**src/rtl/access_arbiter.sv**
```systemverilog
// Round-robin N-input arbiter with burst lock and one registered output slot.
// The slot refills on the same edge it drains, so back-to-back beats flow without bubbles.
module access_arbiter #(
    parameter int N_INPUTS   = 8,
    parameter int DATA_WIDTH = 128,
    parameter int IDX_W      = 3,
    parameter int MAX_BURST  = 4
) (
    input  logic                           clk,
    input  logic                           rst_n,
    input  logic [N_INPUTS-1:0]            req_valid,
    input  logic [N_INPUTS*DATA_WIDTH-1:0] req_data,
    output logic [N_INPUTS-1:0]            req_ready,
    output logic                           out_valid,
    output logic [DATA_WIDTH-1:0]          out_data,
    output logic [IDX_W-1:0]               out_idx,
    input  logic                           out_ready,
    output logic                           active,
    output logic [15:0]                    conflict_cnt
);

    if (N_INPUTS < 2 || N_INPUTS > 16) begin : g_bad_n
        $error("access_arbiter: N_INPUTS must be in 2..16");
    end
    if ((1 << IDX_W) < N_INPUTS) begin : g_bad_idx
        $error("access_arbiter: IDX_W too narrow for N_INPUTS");
    end
    if (MAX_BURST < 1 || MAX_BURST > 15) begin : g_bad_burst
        $error("access_arbiter: MAX_BURST must be in 1..15");
    end

    localparam logic [IDX_W:0]   N_L      = (IDX_W+1)'(N_INPUTS);
    localparam logic [IDX_W-1:0] LAST_IDX = IDX_W'(N_INPUTS - 1);
    localparam logic [3:0]       MB_L     = 4'(MAX_BURST);

    logic [IDX_W-1:0]      r_ptr;
    logic [3:0]            r_bcnt;
    logic                  r_out_valid;
    logic [DATA_WIDTH-1:0] r_out_data;
    logic [IDX_W-1:0]      r_out_idx;
    logic [15:0]           r_conflict;

    logic                  w_open;
    logic                  w_accept;
    logic                  w_multi;
    logic                  w_ptr_valid;
    logic [2*N_INPUTS-1:0] w_dbl;
    logic [N_INPUTS-1:0]   w_rot;
    logic [IDX_W-1:0]      w_off;
    logic [IDX_W:0]        w_sum;
    logic [IDX_W-1:0]      w_win;
    logic [IDX_W-1:0]      w_next;
    logic [3:0]            w_bcnt_new;
    logic [DATA_WIDTH-1:0] w_pay [N_INPUTS];

    // Rotate so the search always starts at bit 0, then map the offset back.
    assign w_dbl = {req_valid, req_valid} >> r_ptr;
    assign w_rot = w_dbl[N_INPUTS-1:0];

    always_comb begin
        w_off = '0;
        for (int k = N_INPUTS - 1; k >= 0; k--) begin
            if (w_rot[k]) begin
                w_off = IDX_W'(k);
            end
        end
    end

    assign w_sum       = {1'b0, r_ptr} + {1'b0, w_off};
    assign w_win       = (w_sum >= N_L) ? IDX_W'(w_sum - N_L) : IDX_W'(w_sum);
    assign w_next      = (w_win == LAST_IDX) ? '0 : w_win + IDX_W'(1);
    assign w_ptr_valid = req_valid[r_ptr];
    // A valid lock holder always wins the search, so it extends its run; anyone else starts fresh.
    assign w_bcnt_new  = w_ptr_valid ? r_bcnt + 4'd1 : 4'd1;

    assign w_open   = ~r_out_valid | out_ready;
    assign w_accept = rst_n & w_open & (|req_valid);
    assign w_multi  = |(req_valid & (req_valid - N_INPUTS'(1)));

    for (genvar gi = 0; gi < N_INPUTS; gi++) begin : g_lane
        assign w_pay[gi]     = req_data[gi*DATA_WIDTH +: DATA_WIDTH];
        assign req_ready[gi] = w_accept & (w_win == IDX_W'(gi));
    end

    always_ff @(posedge clk or negedge rst_n) begin
        if (!rst_n) begin
            r_ptr       <= '0;
            r_bcnt      <= '0;
            r_out_valid <= 1'b0;
            r_out_data  <= '0;
            r_out_idx   <= '0;
            r_conflict  <= '0;
        end else begin
            if (w_accept) begin
                r_out_valid <= 1'b1;
                r_out_data  <= w_pay[w_win];
                r_out_idx   <= w_win;
                if (w_bcnt_new == MB_L) begin
                    r_ptr  <= w_next;
                    r_bcnt <= '0;
                end else begin
                    r_ptr  <= w_win;
                    r_bcnt <= w_bcnt_new;
                end
                if (w_multi && r_conflict != 16'hFFFF) begin
                    r_conflict <= r_conflict + 16'd1;
                end
            end else if (out_ready) begin
                r_out_valid <= 1'b0;
            end
        end
    end

    assign out_valid    = r_out_valid;
    assign out_data     = r_out_data;
    assign out_idx      = r_out_idx;
    assign conflict_cnt = r_conflict;
    assign active       = (|req_valid) | r_out_valid;

endmodule
```
**config.mk**
```make
export PLATFORM = sky130hd
export DESIGN_NAME = access_arbiter
export DESIGN_NICKNAME = d
export VERILOG_FILES = /design/src/rtl/access_arbiter.sv
export SDC_FILE = /design/constraint.sdc
export NUM_CORES = 1
export LEC_CHECK = 0
export CAP_MARGIN = 20
export CORE_AREA = 5 5 458 460
export DETAILED_ROUTE_END_ITERATION = 7
export DIE_AREA = 0 0 463 465
export SYNTH_ARGS = -nofsm -noshare
export SYNTH_HDL_FRONTEND = slang
export SYNTH_SLANG_ARGS = --single-unit
export TNS_END_PERCENT = 30
```
**constraint.sdc**
```tcl
create_clock -name clk -period 16.9 [get_ports clk]
set_input_delay 3.38 -clock clk [delete_from_list [all_inputs] [get_ports clk]]
set_output_delay 3.38 -clock clk [all_outputs]
set_load 0.005 [all_outputs]
```
# Word level (Yosys, flattened, before mapping)
# Cells that the tools add are included.
[totals] ff_bits=155
[op_classes] reduce_logical=6 n_shift=1 magnitude_cmp=3 n_eq_ne=9 add_sub_neg=6 muxes=20 n_bitwise=15
[ops] cell="$bmux W128 S3" n=1
[ops] cell="$mux W128" n=2
[ops] cell="$mux W3" n=11
[ops] cell="$add A16 B1 Y16 const B" n=1
[ops] cell="$ne A16 B16 Y1 const B" n=1
[ops] cell="$reduce_or A8 Y1" n=2
[ops] cell="$shr A16 B3 Y8" n=1
[ops] cell="$eq A3 B3 Y1 const B" n=4
[ops] cell="$and A1 B1 Y1" n=10
[ops] cell="$and A8 B8 Y8" n=1
[ops] cell="$ge A4 B4 Y1 const B" n=2
[ops] cell="$mux W4" n=2
[ops] cell="$sub A8 B1 Y8 const B" n=1
[ops] cell="$eq A3 B2 Y1 const B" n=2
[ops] cell="$add A3 B3 Y4" n=1
[ops] cell="$add A4 B1 Y4 const B" n=1
[ops] cell="$eq A4 B3 Y1 const B" n=1
[ops] cell="$lt A3 B4 Y1 const B" n=1
[ops] cell="$not A3 Y4" n=1
[ops] cell="$add A3 B1 Y3 const B" n=1
[ops] cell="$bmux W1 S3" n=1
[ops] cell="$eq A3 B1 Y1 const B" n=1
[ops] cell="$logic_not A3 Y1" n=1
[ops] cell="$mux W1" n=3
[ops] cell="other kinds (6)" n=7

# Depth between registers and ports, before layout
# Gate-level depths: netlist of the first run.
[logic_depth] word_depth=16 ltp_mapped=20 depth_no_buf=16

# Worst setup path before layout of the first run
# No wires, ideal clock.
[synth_path] path_kind="input-to-output" startpoint="input req_valid[5]" endpoint="output req_ready[7]" setup_slack_ns=6.377 stages=18 t_required_ns=13.520 t_arrival_ns=7.143 cell_sequence="clkbuf_1 > mux4_2 > mux2i_1 > o211ai_1 > o2111ai_1 > nand3_1 > a21boi_0 > ha_1 > inv_1 > fa_1 > clkbuf_1 > clkbuf_1 > clkbuf_1 > clkbuf_1 > inv_1 > ha_1 > ha_1 > and2_1"
[synth_via] elab_chain_cells=14 elab_cells_between_ends=17 cone_classes="add/sub (2); order compare (1); eq/ne (1); shift (1); mux (9); bitwise (2); reduce/logical (1)"
[synth_rtl] element="start: declaration" line_no="11" rtl="input logic [N_INPUTS-1:0] req_valid,"
[synth_rtl] element="$shr A16 B3 Y8 *" line_no="57" rtl="assign w_dbl = {req_valid, req_valid} >> r_ptr;"
[synth_rtl] element="$mux W3 (7 in series)" line_no="63" rtl="if (w_rot[k]) begin"
[synth_rtl] element="$mux W3 *" line_no="63"
[synth_rtl] element="$add A3 B3 Y4 *" line_no="69" rtl="assign w_sum = {1'b0, r_ptr} + {1'b0, w_off};"
[synth_rtl] element="named net w_sum[1]" line_no="50" rtl="logic [IDX_W:0] w_sum;"
[synth_rtl] element="$ge A4 B4 Y1 or $sub A3 B1 Y3 (tied branches)" line_no="70" rtl="assign w_win = (w_sum >= N_L) ? IDX_W'(w_sum - N_L) : IDX_W'(w_sum);"
[synth_rtl] element="$mux W3 *" line_no="70"
[synth_rtl] element="$eq A3 B3 Y1 *" line_no="82" rtl="assign req_ready[gi] = w_accept & (w_win == IDX_W'(gi));"
[synth_rtl] element="$and A1 B1 Y1 *" line_no="82"
[synth_rtl] element="end: declaration" line_no="13" rtl="output logic [N_INPUTS-1:0] req_ready,"
# The timed path passes the listed nets; every way through them passes the cells marked *.

# Worst setup path after layout of the first run
[layout_path] startpoint="input req_valid[6]" endpoint="output req_ready[7]"
# Same word-level chain as after synthesis.

==> flow_summary.yaml, run 1 <==
run_status:
  status: "finished clean"
sta:
  hold_slack_ns: 0.479
  max_slew_margin: 0.281
  fin_setup_tns_ns: 0
  timing.final.hold_violations: 0
  fin_crit_sh: 0.720
  worst_pin_slew_ns: 1.08
  timing.fmax_mhz: 82.2
  rsz0062_at_grt: "false"
  setup_viol: 0
  min_period_ns: 12.17
  timing.final.max_slew_violations: 0
  finalClockSkew_ns: 0.0124
yosys:
  synthesis.area_um2: 14000
  yosysTopAreaCell: "mux4_2"
  synth_area_leaders: "mux4_2 42%, dfrtp_1 28%, o221a_1 9.6%"
  yosysWarnings: 0
  async_flop_share: 1.00
  synthCells: 1015
  yosysUniqueCellTypes: 58
  yosysSeqAreaShare: 0.277
  synth_edf_count: 0
  avgSynthCellArea_um2: 13.8
  syn_nets: 2057
  ys_seq_elements: 155
  synth_top_area_frac: 0.421
  ys.flop_type: "dfrtp_1"
placement:
  place_area_um2: 28900
  routabilityCongestion: 0.946
  portBuffers: 1191
  hpwl_um: 187000
  dp_cells: 4798
setup_path:
  critPathLaunchType: "primary input"
  path_depth: 16
  endpoint_kind: "primary output"
  crit_type: "in -> out"
  max_stage_delay_ns: 1.05
  rr_endpoint: "out_data[57]"
  cp_max_fo: 46
  r2r_cells: 16
  critPathArrivalTime_ns: 8.79
  cp_slowest_cell: "fa_4"
  endpoint: "req_ready[7]"
  worstSetupStartpoint: "req_valid[6]"
  worst_path_dominant_cell_family: "buffers and inverters"
  r2r_start: "r_ptr[1]"
  required_ns: 13.52
  path_cells: "clkdlybuf4s50_1 -> mux4_2 -> mux2i_1 -> o211ai_1 -> o2111ai_1 -> nand3_1 -> a21boi_0 -> ha_4 -> inv_1 -> fa_4 -> buf_4 -> inv_1 -> ha_1 -> ha_1 -> and2_1 -> clkdlybuf4s50_1"
  critPathBufInv: 5
  ff2ff_setup_slack_ns: 8.83
routing:
  drc: 0
  dr_total_vias: 17996
  viasPerCell: 3.63
  dr.pass1.iters: 5
  antenna_left: 0
  avgRoutedWirePerCell_um: 42.1
  totalWireLength_um: 208000
  dr.first_iter.drc_count: 1734
global_route:
  grt_pass1_wl_um: 248000
  grt_max_degree: 95
  track_usage: 0.186
  grt_pass1_vias: 17567
  gr-total-overflow: 0
  grt_antenna_before_repair: 400
power:
  p_leak_nw: 9.52
  fin_total_pwr_w: 0.00792
  vdd_drop_max_mv: 0.325
  power_density_nw_per_um2: 265
floorplanning:
  core_um2: 206000
  core.rowCount: 167
  boundaryPins: 1192
  die_area_um2: 215000
  die-width_um: 463
  chipHeight_um: 465
  initial_core_util: 0.0682
cells_and_area:
  drive_above_1_share: 0.163
  synthToLayoutAreaGrowth_pct: 113
  final_area_um2: 29900
  nFillCells: 23005
  finalNetCount: 3155
  stdcell_count: 4951
clock_tree:
  clkTransAtPathRegs_ns: 0.08
  post_cts_buffers: 0
  h-tree-depth: 4
  clockRootBuffer: "clkbuf_16"
  cts_tree: "built"
  hold_buffers: 0
  clkLatencyLatePin_ns: 0.56
  clock-sinks: 155
  cts_buffer_depth: 2
  cts_made_buffers: 17
  cts_resized: 0
flow_run:
  drv_cap: 0
worst_hold_path:
  min_path_type: "reg -> reg"
==> cell families (layout without fill, tap and decap cells) <==
| family | Yosys count | in the layout | synth area share |
|---|---|---|---|
| multiplexers | 273 | 273 | 0.429 |
| AND/OR/NAND/NOR | 256 | 256 | 0.107 |
| AO/OA/AOI/OAI | 160 | 160 | 0.118 |
| adder cells (fa/ha/maj) | 9 | 9 | 0.00821 |
| XOR/XNOR | 20 | 20 | 0.0130 |
| buffers and inverters | 142 | 1253 | 0.0482 |
| other | 0 | 121 | 0 |
| flip-flops | 155 | 155 | 0.277 |
==> metal layers <==
metal / vias up / track usage / routed length (um)
met3: 578 / 0.143 / 35400
met2: 1564 / 0.281 / 90300
met5: - / 0 / 1570
met4: 236 / 0.0632 / 7130
li1: 6779 / - / -
met1: 8839 / 0.199 / 74000
==> worst min-delay path by stage <==
| stage | startpoint | endpoint | cells after the start |
|---|---|---|---|
| floorplan | out_idx[2] | out_idx[2] | 2 |
| global placement | out_idx[2] | out_idx[2] | 2 |
| detailed placement | out_idx[2] | out_idx[2] | 2 |
| CTS | out_idx[2] | out_idx[2] | 2 |
| global route | conflict_cnt[11] | conflict_cnt[11] | 1 |
| finish | out_idx[2] | out_idx[2] | 2 |
==> cell usage in the layout (no fill, tap or decap), types with 8 or more instances in the layout <==
cell	count
dfrtp_1	155
nor3_1	32
clkdlybuf4s50_1	1190
nand3_1	9
o21ai_0	9
or3_1	128
xor2_1	16
diode_2	121
mux4_2	262
o221a_1	119
buf_4	20
nor2_1	21
clkbuf_16	17
nand2_1	25
o221a_2	8
==> metrics by stage <==
| step | worst slack [ns] | util |
|---|---|---|
| 5_1_grt | 4.43 | 0.144 |
| 3_3_place_gp | 4.80 | 0.141 |
| 2_1_floorplan | 6.38 | - |
| 6_report | 4.73 | 0.145 |
| 3_5_place_dp | 4.67 | 0.141 |
| 4_1_cts | 4.67 | 0.144 |
==> worst reg2reg max path, cell delays in order, from the launching register on <==
cell and delay [ns]:
dfrtp_1 1.06, mux4_2 0.62, mux2i_1 0.18, o211ai_1 0.15, o2111ai_1 0.23, nand3_1 0.10
a21boi_0 0.35, ha_4 0.19, inv_1 0.05, fa_4 1.05, buf_4 0.65, buf_4 0.78
buf_4 0.83, buf_4 0.78, mux4_2 0.46, or3_1 0.32, o221a_2 0.14
==> state kept, by name, indices dropped and copies added (netlist names) <==
name / count
r_ptr: 3
conflict_cnt: 16
out_valid: 1
r_bcnt: 4
out_data: 128
out_idx: 3
==> Yosys cell counts (7+ instances only) <==
| cell type | number |
|---|---|
| nand3_1 | 9 |
| buf_2 | 17 |
| dfrtp_1 | 155 |
| inv_1 | 7 |
| o221a_1 | 119 |
| nand2_1 | 25 |
| mux2i_1 | 7 |
| xor2_1 | 16 |
| clkbuf_1 | 93 |
| or3_1 | 128 |
| nor2_1 | 21 |
| a21oi_1 | 7 |
| o21ai_0 | 9 |
| nor3_1 | 32 |
| buf_6 | 15 |
| mux4_2 | 262 |
| o221a_2 | 8 |
==> final cells by class <==
cell class	count	area (um2)	area share
clock buffers	18	439	0.0147
flip-flops and latches	155	3880	0.130
inverters	8	35.0	0.00117
repair buffers	1213	12100	0.406
diodes	121	303	0.0101
multi-input cells	718	9520	0.319
well taps	2704	3380	0.113
clock inverters	14	178	0.00595
==> power by group <==
part | switching (W) | internal (W)
registers | 0.000155 | 0.000571
clock network | 0.000254 | 0.000229
logic | 0.00360 | 0.00312
total | 0.00400 | 0.00392
No activity file was read; power rests on OpenSTA's default activity.
==> run 2, diff against run 1 <==
Settings changed: CORE_AREA 5 5 458 460 to 5 5 459 461, DIE_AREA 0 0 463 465 to 0 0 464 466.
Clock period 16.9 ns to 10.4 ns, I/O delays scaled along.
==> run 2 against run 1 <==
Against the previous run:
- combinational power up 73%
- sequential share of layout area about the same
- global-route usage down 0.29 points
- critical path depth down 1
- core utilization down 0.079 points
- clock skew up 0.012 ns
- hold slack better by 0.010 ns
- via count down 0.93%
- sequential power up 60%
==> flow_summary.yaml, run 2 (synthesis results as in run 1) <==
placement:
  hpwl_um: 185000
  portBuffers: 1191
  routabilityCongestion: 1.01
flow_run:
  drv_cap: 0
floorplanning:
  boundaryPins: 1192
  chipHeight_um: 466
  core.rowCount: 167
  die-width_um: 464
  die_area_um2: 216000
  initial_core_util: 0.0681
  core_um2: 206000
cells_and_area:
  final_cell_mix: "1190 x clkdlybuf4s50_1, 262 x mux4_2, 155 x dfrtp_1"
  finalNetCount: 3154
  finalCoreUtilization: 0.144
  drive_above_1_share: 0.162
  synthToLayoutAreaGrowth_pct: 112
  largest_reg_flops: 128
  final_common_cell: "clkdlybuf4s50_1"
routing:
  dr_total_vias: 17829
  viasPerCell: 3.62
  drc: 0
  avgRoutedWirePerCell_um: 42.0
  antenna_left: 0
  dr.first_iter.drc_count: 1514
  dr.pass1.iters: 6
  totalWireLength_um: 207000
clock_tree:
  cts_tree: "built"
  clock-sinks: 155
  clkLatencyLatePin_ns: 0.56
  clockRootBuffer: "clkbuf_16"
  cts_resized: 0
  h-tree-depth: 4
  hold_buffers: 0
  post_cts_buffers: 0
  cts_buffer_depth: 2
  cts_made_buffers: 17
  clkTransAtPathRegs_ns: 0.07
sta:
  finalClockSkew_ns: 0.0244
  setup_viol: 0
  max_slew_margin: 0.223
  fin_setup_tns_ns: 0
  timing.fmax_mhz: 111
  min_period_ns: 8.98
  rsz0062_at_grt: "false"
  worst_pin_slew_ns: 1.17
  hold_slack_ns: 0.490
  timing.final.hold_violations: 0
  fin_crit_sh: 0.864
  timing.final.max_slew_violations: 0
setup_path:
  cp_max_fo: 47
  worst_path_dominant_cell_family: "buffers and inverters"
  rr_endpoint: "out_data[60]"
  endpoint_kind: "primary output"
  max_stage_delay_ns: 0.69
  cpMostUsedCell: "clkdlybuf4s50_1"
  critPathArrivalTime_ns: 6.90
  cp_slowest_cell: "clkdlybuf4s50_1"
  required_ns: 8.32
  critPathBufInv: 4
  path_cells: "clkdlybuf4s50_1 -> mux4_2 -> mux2i_1 -> o211ai_1 -> o2111ai_1 -> nand3_1 -> a21boi_0 -> ha_4 -> inv_1 -> fa_4 -> xor2_1 -> xnor2_2 -> inv_6 -> nor3_1 -> clkdlybuf4s50_1"
  r2r_cells: 14
  ff2ff_setup_slack_ns: 4.02
  crit_type: "in -> out"
  critPathLaunchType: "primary input"
  r2r_start: "r_ptr[0]"
global_route:
  grt_pass1_vias: 17248
  grt_pass1_wl_um: 244000
  grt_max_degree: 120
  gr-total-overflow: 0
  grt_antenna_before_repair: 379
  track_usage: 0.183
worst_hold_path:
  hold_start: "out_idx[2]"
  min_path_type: "reg -> reg"
  min_to: "out_idx[2]"
  hold_depth: 2
power:
  power_density_nw_per_um2: 454
  vdd_drop_max_mv: 0.757
  fin_total_pwr_w: 0.0135
  p_leak_nw: 9.50
  internal_power_w: 0.00642
  comb_power_share: 0.858
  p_clk_frac: 0.056
  seqPwrFrac: 0.086
  p_sw_frac: 0.525
  p_sw_w: 0.00709
run_status:
  status: "finished clean"
==> run 2: metal layers <==
metal | vias up | global-route usage | wire length, um
met3 | 613 | 0.151 | 35700
li1 | 6748 | - | -
met5 | - | 0 | 1890
met2 | 1549 | 0.290 | 91200
met4 | 284 | 0.0438 | 6680
met1 | 8635 | 0.187 | 71000
==> run 2: worst max-delay path by stage <==
| stage | startpoint | endpoint | slack [ns] | depth (start not counted) |
|---|---|---|---|---|
| floorplan | req_valid[5] | req_ready[7] | 2.48 | 18 |
| global placement | req_valid[6] | req_ready[0] | 1.39 | 15 |
| detailed placement | req_valid[6] | req_ready[0] | 1.37 | 15 |
| CTS | req_valid[6] | req_ready[0] | 1.36 | 15 |
| global route | req_valid[4] | req_ready[0] | 1.12 | 15 |
| finish | req_valid[6] | req_ready[0] | 1.42 | 15 |
==> run 2: per-stage QoR <==
| step | cell area, um2 | worst slack [ns] | std cells |
|---|---|---|---|
| 4_1_cts | 29500 | 1.36 | 4827 |
| 3_5_place_dp | 28900 | 1.37 | 4796 |
| 5_1_grt | 29600 | 1.12 | 4852 |
| 3_3_place_gp | 28900 | 1.39 | 4796 |
| 2_1_floorplan | 14000 | 2.48 | 1015 |
| 6_report | 29800 | 1.42 | 4919 |
==> run 2: worst min-delay path: stages (launching register included) <==
cell and delay, ns:
dfrtp_1 0.34, nand2_1 0.06, nand2_1 0.06
==> run 2: layout make-up <==
cell class	instances	area [um2]
diodes	91	228
clock buffers	18	439
clock inverters	13	146
fillers	23049	176000
inverters	8	35.0
multi-input cells	718	9520
flip-flops and latches	155	3880
well taps	2704	3380
repair buffers	1212	12100
==> run 2: power groups by stage <==
stage	clock network, W	logic (W)	registers, W
detailed placement	0	0.0120	0.00118
CTS	0.000816	0.0120	0.00117
floorplan	0	0.00670	0.00111
global placement	0	0.0119	0.00117
finish	0.000756	0.0116	0.00116
global route	0.000816	0.0124	0.00119
==> run 3, diff against run 2 <==
Settings changed: CORE_AREA 5 5 459 461 to 5 5 460 462, DIE_AREA 0 0 464 466 to 0 0 465 467.
==> run 3 against run 2 <==
Against the previous run:
- fmax is 0.70% lower
- die area is 0.43% higher
- global-route usage is 0.22 points higher
- flip-flop and latch count stayed put
- combinational power is 4% lower
- non-clock buffer count is 2 lower
- sequential share of layout area hardly changed
- count of clock-buffer cells in the layout stayed put
- register-to-register slack worse by 0.19 ns
- critical path depth is 1 higher
- routed wire length is 1.6% higher
- sequential power hardly changed
- critical path type unchanged
- largest cell class unchanged
==> flow_summary.yaml, run 3 (synthesis results as in run 1) <==
floorplanning:
  core_um2: 207000
  boundaryPins: 1192
  chipHeight_um: 467
  die-width_um: 465
  initial_core_util: 0.0679
  core.rowCount: 167
  die_area_um2: 217000
global_route:
  track_usage: 0.186
  grt_antenna_before_repair: 369
  grt_util_met3: 0.130
  grt_max_degree: 136
  grt.met1_usage: 0.200
  gr-total-overflow: 0
  grt_pass1_vias: 17361
  use_met2: 0.296
  grt_busiest_layer: "met2"
  grt_pass1_wl_um: 248000
clock_tree:
  cts_resized: 0
  clkLatencyLatePin_ns: 0.56
  clock-sinks: 155
  post_cts_buffers: 0
  hold_buffers: 0
  cts_made_buffers: 17
  cts_buffer_depth: 2
  clockRootBuffer: "clkbuf_16"
  h-tree-depth: 4
  cts_tree: "built"
  clkTransAtPathRegs_ns: 0.08
power:
  p_leak_nw: 9.53
  power_density_nw_per_um2: 439
  vdd_drop_max_mv: 0.857
sta:
  setup_viol: 0
  worst_pin_slew_ns: 1.36
  timing.final.max_slew_violations: 0
  hold_slack_ns: 0.502
  max_slew_margin: 0.0965
  timing.final.hold_violations: 0
  rsz0062_at_grt: "false"
  fin_crit_sh: 0.870
  timing.fmax_mhz: 111
  fin_setup_tns_ns: 0
  finalClockSkew_ns: 0.0221
  min_period_ns: 9.04
routing:
  viasPerCell: 3.64
  dr.pass1.iters: 5
  antenna_left: 0
  totalWireLength_um: 210000
  avgRoutedWirePerCell_um: 42.6
  dr.first_iter.drc_count: 1566
  dr_total_vias: 17940
  drc: 0
cells_and_area:
  finalNetCount: 3152
  final_common_cell: "clkdlybuf4s50_1"
  synthToLayoutAreaGrowth_pct: 113
  final_cell_mix: "1190 x clkdlybuf4s50_1, 262 x mux4_2, 155 x dfrtp_1"
  seqCellArea_um2: 3880
  drive_above_1_share: 0.162
  largest_reg_flops: 128
  nFillCells: 23058
  multi_input_area_um2: 9520
placement:
  hpwl_um: 186000
  routabilityCongestion: 0.967
  portBuffers: 1191
run_status:
  status: "finished clean"
setup_path:
  cp_max_fo: 18
  critPathLaunchType: "primary input"
  crit_type: "in -> out"
  critPathArrivalTime_ns: 6.96
  required_ns: 8.32
  endpoint_kind: "primary output"
flow_run:
  drv_cap: 0
worst_hold_path:
  min_path_type: "reg -> reg"
[run 3: cell types whose count changed in the layout (fill, tap and decap cells not counted), moves of 3 or more]
| cell | before | now |
|---|---|---|
| diode_2 | 91 | 96 |
| inv_6 | 7 | 3 |
| bufinv_16 | 1 | 4 |
| inv_8 | 2 | 6 |
[run 3: cell type report]
type                       instances  area share
tap                             2704       0.113
antenna                           96     0.00806
clock inverter                    14     0.00739
multi-input combinational        718       0.319
inverter                           8     0.00126
clock buffer                      18      0.0147
sequential                       155       0.130
timing repair buffer            1210       0.406
[run 3: worst max-delay path, cell delays in order]
cell             delay [ns]
clkdlybuf4s50_1        0.67
mux4_2                 0.59
mux2i_1                0.22
o211ai_1               0.17
o2111ai_1              0.26
nand3_1                0.10
a21boi_0               0.39
ha_4                   0.19
inv_1                  0.05
fa_4                   0.50
xor2_1                 0.19
xnor2_2                0.52
inv_8                  0.17
ha_1                   0.23
and2_1                 0.13
clkdlybuf4s50_1        0.49
[run 3: metrics by stage]
| stage | setup slack (ns) | std cells | util | instance area, um2 | power (W) |
|---|---|---|---|---|---|
| 2_1_floorplan | 2.48 | 1015 | - | 14000 | 0.00781 |
| 3_3_place_gp | 1.67 | 4795 | 0.140 | 28900 | 0.0126 |
| 3_5_place_dp | 1.49 | 4795 | 0.140 | 28900 | 0.0127 |
| 4_1_cts | 1.48 | 4827 | 0.143 | 29600 | 0.0136 |
| 5_1_grt | 1.19 | 4853 | 0.143 | 29600 | 0.0139 |
| 6_report | 1.36 | 4923 | 0.144 | 29800 | 0.0131 |
[run 3: routing by layer]
metal	up-vias	routed length, um
met5	-	1520
li1	6755	-
met4	228	6170
met2	1505	94100
met1	8854	76400
met3	598	31700
[run 3: worst paths after layout]
kind	startpoint	to	slack (ns)	cells past startpoint
min reg2reg	conflict_cnt[6]	conflict_cnt[6]	0.50	1
max reg2reg	r_ptr[1]	out_data[123]	3.83	14
max in group asynchronous	rst_n	out_data[83]	7.55	2
min in group asynchronous	rst_n	out_data[65]	1.48	1
max	req_valid[6]	req_ready[7]	1.36	16
min	conflict_cnt[6]	conflict_cnt[6]	0.50	1
[run 3: power by group]
group          switching [W]  internal (W)
Combinational        0.00594       0.00512
Clock               0.000415      0.000421
Sequential          0.000252      0.000927
